## src/rtl/inst_fetch_buffer.sv

```systemverilog
// Fetch-to-decode instruction queue: DEPTH-entry FIFO of {pc, inst}, optional bypass via FETCH_BUFFER_BYPASS_EN.
// Latency: rdata returned in cycle N appears on out_* in cycle N+1 (same cycle when bypass is taken).
// Backpressure: req_ready drops once stored plus in-flight entries reach DEPTH; flush clears everything.
module inst_fetch_buffer #(
    parameter int DEPTH  = 4,
    parameter int DATA_W = 32,
    parameter int ADDR_W = 32,
    parameter int CNT_W  = $clog2(DEPTH) + 1
) (
    input  logic              clk,
    input  logic              rst,
    input  logic              req_valid,
    input  logic [ADDR_W-1:0] req_pc,
    output logic              req_ready,
    input  logic [DATA_W-1:0] rdata,
    input  logic              flush,
    output logic              out_valid,
    input  logic              out_ready,
    output logic [ADDR_W-1:0] out_pc,
    output logic [DATA_W-1:0] out_inst,
    output logic [CNT_W-1:0]  count
);

    localparam int PTR_W = $clog2(DEPTH);
    localparam logic [CNT_W:0]   DEPTH_OCC = DEPTH[CNT_W:0];
    localparam logic [CNT_W-1:0] DEPTH_CNT = DEPTH[CNT_W-1:0];

    logic [ADDR_W-1:0] mem_pc   [DEPTH];
    logic [DATA_W-1:0] mem_inst [DEPTH];

    logic [PTR_W-1:0]  rd_ptr;
    logic [PTR_W-1:0]  wr_ptr;
    logic [CNT_W-1:0]  cnt;
    logic              pend;
    logic [ADDR_W-1:0] pend_pc;
    logic [CNT_W:0]    occ;
    logic              req_fire;
    logic              stored_vld;
    logic              push;
    logic              pop;

    // Occupancy counts the in-flight read so the queue can never overflow.
    assign occ        = {1'b0, cnt} + {{CNT_W{1'b0}}, pend};
    assign req_ready  = rst && !flush && (occ < DEPTH_OCC);
    assign req_fire   = req_valid && req_ready;
    assign stored_vld = (cnt != '0);
    assign pop        = stored_vld && out_ready && !flush;
    assign count      = cnt;

`ifdef FETCH_BUFFER_BYPASS_EN
    logic bypass;

    // Empty queue: hand the returning instruction straight to decode.
    assign bypass    = !stored_vld && pend && !flush;
    assign push      = rst && pend && !flush && !(bypass && out_ready);
    assign out_valid = stored_vld || bypass;
    assign out_pc    = bypass ? pend_pc : (stored_vld ? mem_pc[rd_ptr]   : '0);
    assign out_inst  = bypass ? rdata   : (stored_vld ? mem_inst[rd_ptr] : '0);
`else
    assign push      = rst && pend && !flush;
    assign out_valid = stored_vld;
    assign out_pc    = stored_vld ? mem_pc[rd_ptr]   : '0;
    assign out_inst  = stored_vld ? mem_inst[rd_ptr] : '0;
`endif

    always_ff @(posedge clk) begin
        if (!rst) begin
            cnt     <= '0;
            rd_ptr  <= '0;
            wr_ptr  <= '0;
            pend    <= 1'b0;
            pend_pc <= '0;
        end else if (flush) begin
            cnt     <= '0;
            rd_ptr  <= '0;
            wr_ptr  <= '0;
            pend    <= 1'b0;
        end else begin
            pend <= req_fire;
            if (req_fire) begin
                pend_pc <= req_pc;
            end
            if (push) begin
                wr_ptr <= wr_ptr + 1'b1;
            end
            if (pop) begin
                rd_ptr <= rd_ptr + 1'b1;
            end
            case ({push, pop})
                2'b10:   cnt <= cnt + 1'b1;
                2'b01:   cnt <= cnt - 1'b1;
                default: cnt <= cnt;
            endcase
        end
    end

    always_ff @(posedge clk) begin
        if (push) begin
            mem_pc[wr_ptr]   <= pend_pc;
            mem_inst[wr_ptr] <= rdata;
        end
    end

    a_no_overflow: assert property (@(posedge clk) disable iff (!rst)
        !(push && !pop && (cnt == DEPTH_CNT)));

endmodule

```

## config.mk

```make
export PLATFORM = sky130hd
export DESIGN_NAME = inst_fetch_buffer
export DESIGN_NICKNAME = d
export VERILOG_FILES = /design/src/rtl/inst_fetch_buffer.sv
export SDC_FILE = /design/constraint.sdc
export NUM_CORES = 1
export LEC_CHECK = 0
export BUFFER_PORTS_ARGS = -buffer_cell sky130_fd_sc_hd__buf_2
export CAP_MARGIN = 30
export CORE_MARGIN = 2
export CORE_UTILIZATION = 62
export CTS_CLUSTER_DIAMETER = 80
export CTS_CLUSTER_SIZE = 28
export DETAILED_ROUTE_END_ITERATION = 12
export PLACE_DENSITY_LB_ADDON = 0.08
export SYNTH_ARGS = -nofsm -noshare
export SYNTH_HDL_FRONTEND = slang
export SYNTH_SLANG_ARGS = --single-unit
```

## constraint.sdc

```tcl
create_clock -name clk -period 4.7 [get_ports clk]
set_input_delay 1.175 -clock clk [delete_from_list [all_inputs] [get_ports clk]]
set_output_delay 1.175 -clock clk [all_outputs]
set_load 0.05 [all_outputs]
```

After elaboration in Yosys (flattened, before gate mapping)
Memory sizes are Yosys's and may differ from the RTL's. A register that Yosys moved wholly into a read port is not among the register bits.
Index checks and enable logic that the tools add are counted.
W data, S select, Z words.
Storage, ports and cells
  bits in registers: 40
  bits in writable memories: 256
  input bits: 69
  output and inout bits: 69
  logic and storage cells: 38
  memories: 2
Cells by class
  $add $sub $neg: 5
  order comparisons: 1
  equal/unequal tests: 2
  muxes and demuxes: 9
  bitwise operators: 2
  reductions and logical operators: 12
Memory list
  mem_inst: words 4, width 32, rd ports 1, clocked after Yosys merged registers in 1, wr ports 1, line 29  | logic [DATA_W-1:0] mem_inst [DEPTH];
  mem_pc: words 4, width 32, rd ports 1, clocked after Yosys merged registers in 1, wr ports 1, line 28  | logic [ADDR_W-1:0] mem_pc [DEPTH];
Operator list (count)
  $mux W32: 2
  $mux W2: 4
  $logic_and A1 B1 Y1: 7
  $pmux W3 S2: 1
  $add A2 B1 Y2 const B: 2
  $add A3 B1 Y4: 1
  $lt A4 B3 Y1 const B: 1
  $add A3 B1 Y3 const B: 1
  $reduce_bool A3 Y1: 1
  $sub A3 B1 Y3 const B: 1
  $eq A2 B1 Y1 const B: 1
  $eq A2 B2 Y1 const B: 1
  $mux W1: 2
  $not A1 Y1: 2
  $reduce_and A2 Y1: 1
  $reduce_bool A2 Y1: 1
  $reduce_or A2 Y1: 1
  $logic_not A1 Y1: 1

Logic depth before layout (Yosys ltp)
Gate-level depths: netlist (run 1).
  word-level depth: 5
  mapped depth: 9
  depth with buffers taken out: 8

Worst setup path after synthesis (run 1)
Ideal clock, no wire load.
  kind: input port to flip-flop
  start point: input rst
  end point: memory mem_inst[0][0] (enable)
  library setup time: 0.429 ns
  arrival time: 3.096 ns
  required time: 4.271 ns
  setup slack: 1.175 ns
  cell stages on the path: 3
  buffers on the path: 1
  cell sequence: buf_4 -> nor2b_1 -> and3_1
On the way
  word-level cells in the longest chain between the ends: 4
Ends and longest elaborated chain
  start: declaration: line 11  | input logic rst,
  $logic_and A1 B1 Y1 (2 in series): line 60  | assign push = rst && pend && !flush;
  $mux W1: line 98  | if (push) begin
  $mux W1 (implied by the code): line 100  | mem_inst[wr_ptr] <= rdata;
  end: declaration: line 29
No other way between the ends.

==> results of run 1 <==
-- synthesized netlist by cell type --
master    count
clkbuf_2      1
nand4_1      32
and3_1        5
nand2_1      33
nor2b_1       1
and2_1       65
clkbuf_1     19
mux4_1        4
ha_1          5
buf_6         1
o21ai_2      29
o21ai_0       1
xor2_1        4
buf_12        9
buf_4         2
mux4_2       60
nor2_1        9
buf_2         9
o311ai_0      1
mux2i_1       1
edfxtp_1    256
o21ai_1       3
or3_1         2
fa_1          1
a21oi_1       2
o31ai_1       1
nand2b_1      1
xnor2_1       1
nand3_2       1
dfxtp_1      42
inv_1         5
nor3b_4       1
-- critical path, stage by stage, from the launching register on --
cell,delay (ns)
dfxtp_4,0.50
buf_4,0.46
mux4_1,0.61
and2_1,0.19
buf_2,0.21
-- metal layers --
metal,share of wire,routed length (µm)
met5,0,0
met3,0.053,1110
met2,0.51,10700
met1,0.42,8710
met4,0.013,277
-- worst paths after layout --
path / to / start
setup / recovery: out_pc[31] / flip-flop
hold / removal: mem_pc[1][21] / pend_pc[21]
setup reg to reg: pend_pc[19] / pend
hold reg to reg: mem_pc[1][21] / pend_pc[21]
-- where the power goes --
group	internal, µW	total [µW]	switching (µW)	leakage, µW
registers	2880	2910	21.3	0.00268
logic	46.4	122	75.6	0.00155
clock network	636	1380	741	0.000210
-- state kept, by name, summed over array words and instances (netlist names), named ones only --
name and count:
mem_pc 128, count 3, mem_inst 128, rd_ptr 2
wr_ptr 2, pend_pc 32, pend 1
-- layout make-up --
class	instances	area, µm²	area share
clock buffers	23	427	0.0330
clock inverters	1	8.76	0.000678
inverters	5	18.8	0.00145
multi-input cells	263	2770	0.214
flip-flops and latches	298	8540	0.660
well taps	234	293	0.0227
repair buffers	147	878	0.0680
-- cell families after synthesis --
logic type	after synthesis	synth area share
buffers and inverters	46	0.0298
XOR/XNOR	5	0.00377
adder cells (fa/ha/maj)	6	0.00711
AND/OR/NAND/NOR	150	0.0731
flip-flops	298	0.734
AO/OA/AOI/OAI	37	0.0258
multiplexers	65	0.126
-- placed cells by master (no fill, tap or decap), drive strengths merged, types with 2 or more instances in the layout --
cell type	instances
inv	5
edfxtp	256
nand2	33
buf	147
xor2	4
or3	2
mux4	64
and2	65
ha	5
and3	5
clkbuf	23
nor2	9
a21oi	2
nand4	32
o21ai	33
dfxtp	42
-- through the flow --
stage	util	power, µW	setup WS [ns]	cells
floorplan	-	3030	1.17	607
global placement	0.666	3080	1.37	941
detailed placement	0.673	3090	1.46	946
CTS	0.697	4440	0.995	970
global route	0.698	4540	0.893	971
finish	0.698	4400	1.06	971
==> impl_metrics.csv, run 1 <==
group,metric,value,unit
outcome,status,"complete, no violations",
critical_path,ff2ff_setup_slack,2.47,ns
place,portBuffers,137,
layout,diodes,0,
logic_synthesis,synth_top_area_share,0.662,
global_routing,gr-total-overflow,0,
critical_path,end_kind,"output port",
sta,report.final.slew_viol_count,0,
clocking,insertion_delay,0.48,ns
clocking,clk_pin_slew,0.10,ns
clocking,cts_max_path_buffers,3,
place,place_congestion,0.769,
clocking,root_buffer,"clkbuf_16",
logic_synthesis,ys_ff_latch,298,
logic_synthesis,yosys-top-cells-area,"edfxtp_1 (66%), mux4_2 (12%), dfxtp_1 (7.2%), and2_1 (3.5%), o21ai_2 (2.2%)",
global_routing,grt.busiest_layer,"met2",
floorplanning,boundaryPins,138,
floorplanning,die_y,141,µm
critical_path,cp.required,3.52,ns
sta,holdWs,0.505,ns
logic_synthesis,syn_avg_cell_area,19.1,µm²
global_routing,use_met2,0.372,
detailed_routing,drt_wl_total,20.8,mm
flow_run,drv_cap,0,
layout,fin_area,0.0129,mm²
sta,fin_crit,3.64,ns
global_routing,use_met3,0.0268,
detailed_routing,num_vias,5778,
logic_synthesis,synth_area_leader_cell,"edfxtp_1",
critical_path,reg2regPathDepth,4,
sta,hold_violations,0,
sta,fin_tns_setup,0,ns
min_path,hp-class,"reg2reg",
layout,nets,804,
global_routing,grt_usage,0.213,
logic_synthesis,syn_area,0.0116,mm²
detailed_routing,wire_per_inst,21.4,µm
global_routing,grt_pass1_wl,32.6,mm
floorplanning,start_util,0.627,
floorplanning,rows,50,
clocking,cts_hold_buf,0,
sta,worstMarginPinSlew,0.960,ns
clocking,numClockSinks,298,
global_routing,antenna_found_initial,0,
sta,fin_crit_sh,0.774,
detailed_routing,vias_per_cell,5.95,
sta,rsz0062_at_grt,"false",
logic_synthesis,seq_area_frac_synth,0.734,
clocking,cts_setup_buffers,0,
logic_synthesis,ys_types,32,
place,place_area,0.0125,mm²
global_routing,grt_util_met1,0.296,
critical_path,critical_path_class,"reg2out",
critical_path,start_kind,"flip-flop",
power_and_ir_drop,p_leak,0.00444,µW
critical_path,arrival,2.46,ns
floorplanning,coreArea,0.0185,mm²
floorplanning,die_w,141,µm
detailed_routing,ant_nets,0,
logic_synthesis,ys_warn_count,0,
clocking,htreeDepth,1,
power_and_ir_drop,ir_drop,277,µV
critical_path,cp_max_fo,22,
detailed_routing,drt-pass1-iter-count,4,
clocking,cts_tree,"done",
layout,areaGrowthSynthToFinish,11.3,%
clocking,post_cts_resized,0,
detailed_routing,post-route-drc-count,0,
global_routing,grt_pass1_vias,5953,
min_path,hold_depth,0,
sta,max_freq,0.275,GHz
clocking,numCtsBuffers,14,
place,dp_hpwl,12.2,mm
sta,skew,0.0166,ns
sta,setup_violations,0,
global_routing,grt_max_degree,65,
layout,fillCellCount,1197,
power_and_ir_drop,power_density,341,mW/mm²
layout,drive_gt1_frac,0.357,
logic_synthesis,synth_fp_nets,682,
detailed_routing,drt-initial-drc-count,400,
logic_synthesis,synthCells,607,
sta,slew_headroom,0.360,
floorplanning,die-area,0.0198,mm²
No activity file was read; power rests on OpenSTA's default activity.
==> run 2, diff against run 1 <==
Settings changed: CORE_UTILIZATION 62 to 52.
Clock period 4.7 ns to 3 ns, I/O delays scaled along.
==> impl_metrics.csv, run 2 (synthesis results as in run 1) <==
group,metric,value,unit
layout,reg_top3,"mem_inst: 128 flops, mem_pc: 128 flops, pend_pc: 32 flops",
sta,max_freq,0.345,GHz
critical_path,critical_path_class,"reg2out",
power_and_ir_drop,finalPower,6990,µW
floorplanning,die_w,153,µm
floorplanning,coreArea,0.0219,mm²
detailed_routing,drt_wl_total,21.9,mm
place,place_area,0.0127,mm²
critical_path,arrival,2.15,ns
critical_path,path_cells,"buf_16, mux4_1, and2_1, buf_2",
detailed_routing,wire_per_inst,21.1,µm
global_routing,antenna_found_initial,4,
critical_path,cp_slowest_stage_delay,0.58,ns
power_and_ir_drop,ir_drop,436,µV
clocking,clk_pin_slew,0.10,ns
sta,fin_crit,2.90,ns
clocking,cts_tree,"done",
layout,final_cells,1037,
critical_path,start_kind,"flip-flop",
sta,rsz0062_at_grt,"false",
global_routing,grt_pass1_vias,6328,
critical_path,cp_num_buf_inv,2,
floorplanning,die_y,153,µm
sta,skew,0.0194,ns
layout,mostFrequentLayoutCells,"edfxtp_1 (256), buf_2 (137), and2_1 (65)",
clocking,root_buffer,"clkbuf_16",
critical_path,cp.required,2.25,ns
detailed_routing,num_vias,5848,
layout,areaGrowthSynthToFinish,13.3,%
power_and_ir_drop,p_leak,0.00454,µW
detailed_routing,post-route-drc-count,0,
detailed_routing,drt-initial-drc-count,354,
clocking,insertion_delay,0.50,ns
sta,fin_crit_sh,0.967,
floorplanning,start_util,0.531,
place,dp_hpwl,13.4,mm
detailed_routing,drt-pass1-iter-count,4,
critical_path,crit_family,"multiplexers",
layout,fin_area,0.0132,mm²
layout,utilization,0.601,
layout,drive_gt1_frac,0.375,
detailed_routing,vias_per_cell,5.64,
place,placedCellCount,1006,
critical_path,cp_max_fo,21,
min_path,hp-class,"in2reg",
global_routing,gr-total-overflow,0,
flow_run,drv_cap,0,
sta,slew_headroom,0.634,
critical_path,critPathSlowestCell,"mux4_1",
floorplanning,die-area,0.0236,mm²
sta,setup_violations,0,
place,place_congestion,0.762,
floorplanning,rows,54,
global_routing,grt_max_degree,39,
sta,fin_tns_setup,0,ns
global_routing,grt_pass1_wl,35.5,mm
sta,worstMarginPinSlew,0.549,ns
clocking,numClockSinks,298,
floorplanning,boundaryPins,138,
clocking,htreeDepth,1,
place,portBuffers,137,
global_routing,grt_usage,0.191,
layout,nets,821,
detailed_routing,ant_nets,0,
power_and_ir_drop,power_density,531,mW/mm²
clocking,cts_max_path_buffers,3,
critical_path,end_kind,"output port",
clocking,numCtsBuffers,15,
sta,hold_violations,0,
outcome,status,"complete, no violations",
sta,report.final.slew_viol_count,0,
layout,layout_commonest_cell,"edfxtp_1",
[run 2: changes by cell type in the layout (fill, tap and decap cells not counted), moves of 2 or more]
cell      before  now
clkinv_1       0    2
clkbuf_1       7    4
diode_2        0    2
buf_16         4    1
buf_4          3   15
inv_6          0    2
buf_12         3   10
[run 2: repair_timing]
item	in CTS	in global routing
hold buffers	0	0
resized for setup	0	2
setup endpoints to repair	31	1
setup buffers	3	0
pin swaps	0	0
[run 2: final cells by class]
cell class	count	area, µm²
antenna	2	5.00
clock buffer	20	415
clock inverter	6	52.6
fill	1649	8730
inverter	5	18.8
multi-input combinational	263	2760
sequential	298	8540
tap	280	350
timing repair buffer	163	1030
[run 2: power by group]
group          switching (µW)  total [µW]  internal, µW
sequential               31.5        4550          4520
combinational             120         194          74.7
clock                    1230        2240          1020
total                    1380        6990          5610
[run 2: final timing paths]
kind | slack (ns) | cells past startpoint | endpoint | from
min | 0.47 | 1 | mem_inst[1][28] | rdata[28]
max | 0.10 | 4 | out_pc[1] | flip-flop
min reg2reg | 0.50 | 2 | pend_pc[6] | pend_pc[6]
max reg2reg | 0.86 | 8 | count[2] | count[2]
[run 2: metal layers]
layer	vias to the layer above	part of all wire	track usage
met5	-	0.0012	0
met4	4	0.014	0.0384
met1	2987	0.44	0.270
met2	158	0.49	0.317
li1	2674	-	-
met3	25	0.063	0.0383
[run 2: worst register-to-register path, stage by stage (launching register included)]
cell and delay (ns):
dfxtp_1 0.50, o31ai_1 0.17, nor2_1 0.13, ha_1 0.21, inv_1 0.07, fa_1 0.38
xor2_1 0.16, or3_1 0.31, a21oi_1 0.14
[run 2: through the flow]
| step | worst slack [ns] | hold slack, ns |
|---|---|---|
| floorplan | 0.226 | 0.456 |
| global placement | 0.420 | 0.471 |
| detailed placement | 0.413 | 0.486 |
| CTS | 0.0606 | 0.442 |
| global route | 0.0172 | 0.444 |
| finish | 0.100 | 0.466 |
==> run 3, diff against run 2 <==
Settings changed: SETUP_SLACK_MARGIN set to 0.5.
==> impl_metrics.csv, run 3 (synthesis results as in run 1) <==
group,metric,value,unit
clocking,numCtsBuffers,14,
sta,skew,0.0135,ns
min_path,hp-class,"in2reg",
critical_path,critPathSlowestCell,"mux4_2",
clocking,cts_tree,"done",
detailed_routing,drt_wl_total,23.4,mm
detailed_routing,wire_per_inst,22.3,µm
detailed_routing,post-route-drc-count,0,
sta,rsz0062_at_grt,"true",
place,place_congestion,0.730,
critical_path,rr_endpoint,"count[2]",
sta,fin_tns_setup,0,ns
global_routing,antenna_found_initial,0,
global_routing,use_met3,0.0349,
critical_path,cp_max_fo,8,
global_routing,use_met2,0.336,
critical_path,ff2ff_setup_slack,0.84,ns
critical_path,r2r_start,"count[1]",
sta,hold_violations,0,
critical_path,critical_path_class,"reg2out",
critical_path,path_cells,"buf_6, buf_12, buf_12, mux4_2, and2_4, buf_6",
global_routing,grt_max_degree,38,
global_routing,grt_pass1_wl,35.1,mm
sta,holdWs,0.465,ns
floorplanning,die_y,153,µm
detailed_routing,drt-initial-drc-count,337,
global_routing,grt_pass1_vias,6165,
power_and_ir_drop,p_leak,0.00479,µW
flow_run,drv_cap,0,
sta,setup_violations,0,
critical_path,end_kind,"output port",
clocking,insertion_delay,0.49,ns
layout,final_cells,1046,
critical_path,worstSetupEndpoint,"out_inst[6]",
layout,reg_top3,"mem_inst: 128 flops, mem_pc: 128 flops, pend_pc: 32 flops",
sta,fin_crit_sh,0.941,
detailed_routing,num_vias,5948,
place,placedCellCount,1005,
clocking,numClockSinks,298,
global_routing,grt_usage,0.195,
clocking,cts_hold_buf,0,
clocking,cts_max_path_buffers,3,
layout,drive_gt1_frac,0.469,
critical_path,cp.required,2.25,ns
sta,report.final.slew_viol_count,0,
critical_path,reg2regPathDepth,8,
global_routing,grt.busiest_layer,"met2",
layout,layout_commonest_cell,"edfxtp_1",
detailed_routing,ant_nets,0,
floorplanning,coreArea,0.0219,mm²
critical_path,start_kind,"flip-flop",
sta,slew_headroom,0.725,
place,dp_hpwl,13.7,mm
layout,areaGrowthSynthToFinish,21.4,%
layout,utilization,0.644,
critical_path,cp_slowest_stage_delay,0.50,ns
outcome,status,"complete, no violations",
critical_path,arrival,2.07,ns
global_routing,gr-total-overflow,0,
global_routing,grt_util_met1,0.264,
sta,worstMarginPinSlew,0.412,ns
floorplanning,die-area,0.0236,mm²
place,portBuffers,137,
clocking,htreeDepth,1,
floorplanning,start_util,0.531,
floorplanning,die_w,153,µm
clocking,root_buffer,"clkbuf_16",
sta,fin_crit,2.82,ns
place,pre_cts_ws,0.539,ns
detailed_routing,drt-pass1-iter-count,4,
layout,mostFrequentLayoutCells,"edfxtp_1 (256), buf_2 (72), mux4_2 (62), and2_4 (62), buf_6 (39)",
layout,nets,833,
sta,worst_slack,0.178,ns
clocking,clk_pin_slew,0.10,ns
floorplanning,boundaryPins,138,
sta,max_freq,0.354,GHz
detailed_routing,vias_per_cell,5.69,
floorplanning,rows,54,
power_and_ir_drop,power_density,491,mW/mm²
power_and_ir_drop,ir_drop,295,µV
run 3: routing by layer:
metal,up-vias,routed length [µm],share of wire
met5,-,0,0
met4,0,373,0.016
met3,28,1240,0.053
met2,160,11900,0.51
met1,3077,9850,0.42
li1,2683,-,-
run 3: worst min-delay path by stage:
stage / slack, ns / to / cells after the start / startpoint
2_1_floorplan: 0.46 / pend_pc[4] / 2 / pend_pc[4]
3_3_place_gp: 0.47 / pend_pc[5] / 2 / pend_pc[5]
3_5_place_dp: 0.49 / pend_pc[5] / 2 / pend_pc[5]
4_1_cts: 0.45 / mem_inst[0][8] / 1 / rdata[8]
5_1_grt: 0.45 / mem_inst[1][3] / 1 / rdata[3]
6_report: 0.47 / mem_inst[1][0] / 1 / rdata[0]
run 3: area by class of cell:
type                            instances  area, µm²
Clock buffer                           21        419
Sequential cell                       298       8540
Multi-Input combinational cell        263       2920
Inverter                                5       18.8
Antenna cell                            1       2.50
Tap cell                              280        350
Timing Repair Buffer                  176       1850
Clock inverter                          2       8.76
Fill cell                            1564       7790
run 3: repair_timing:
item                                    CTS  global route
resized for setup                        93           181
endpoints found under the hold margin     0             0
setup buffers                             9             3
endpoints found under the setup margin   65            65
pin swaps                                13            14
gates cloned                              2             3
run 3: power breakdown:
group / total (µW) / switching (µW) / internal (µW)
registers: 4550 / 32.3 / 4520
clock network: 2160 / 1180 / 985
logic: 213 / 126 / 87.2
total: 6930 / 1340 / 5590
run 3: worst max-delay path, delay by kind of cell (launching register included):
| kind | cells | cell delay [ns] |
|---|---|---|
| muxes | 1 | 0.50 |
| buffers and inverters | 4 | 0.49 |
| and+or+nand+nor | 1 | 0.17 |
| DFF | 1 | 0.42 |
run 3: through the flow:
step	total power, µW	instance area, µm²
2_1_floorplan	4740	11600
3_3_place_gp	4830	12700
3_5_place_dp	4840	12700
4_1_cts	6990	13600
5_1_grt	7160	14100
6_report	6930	14100
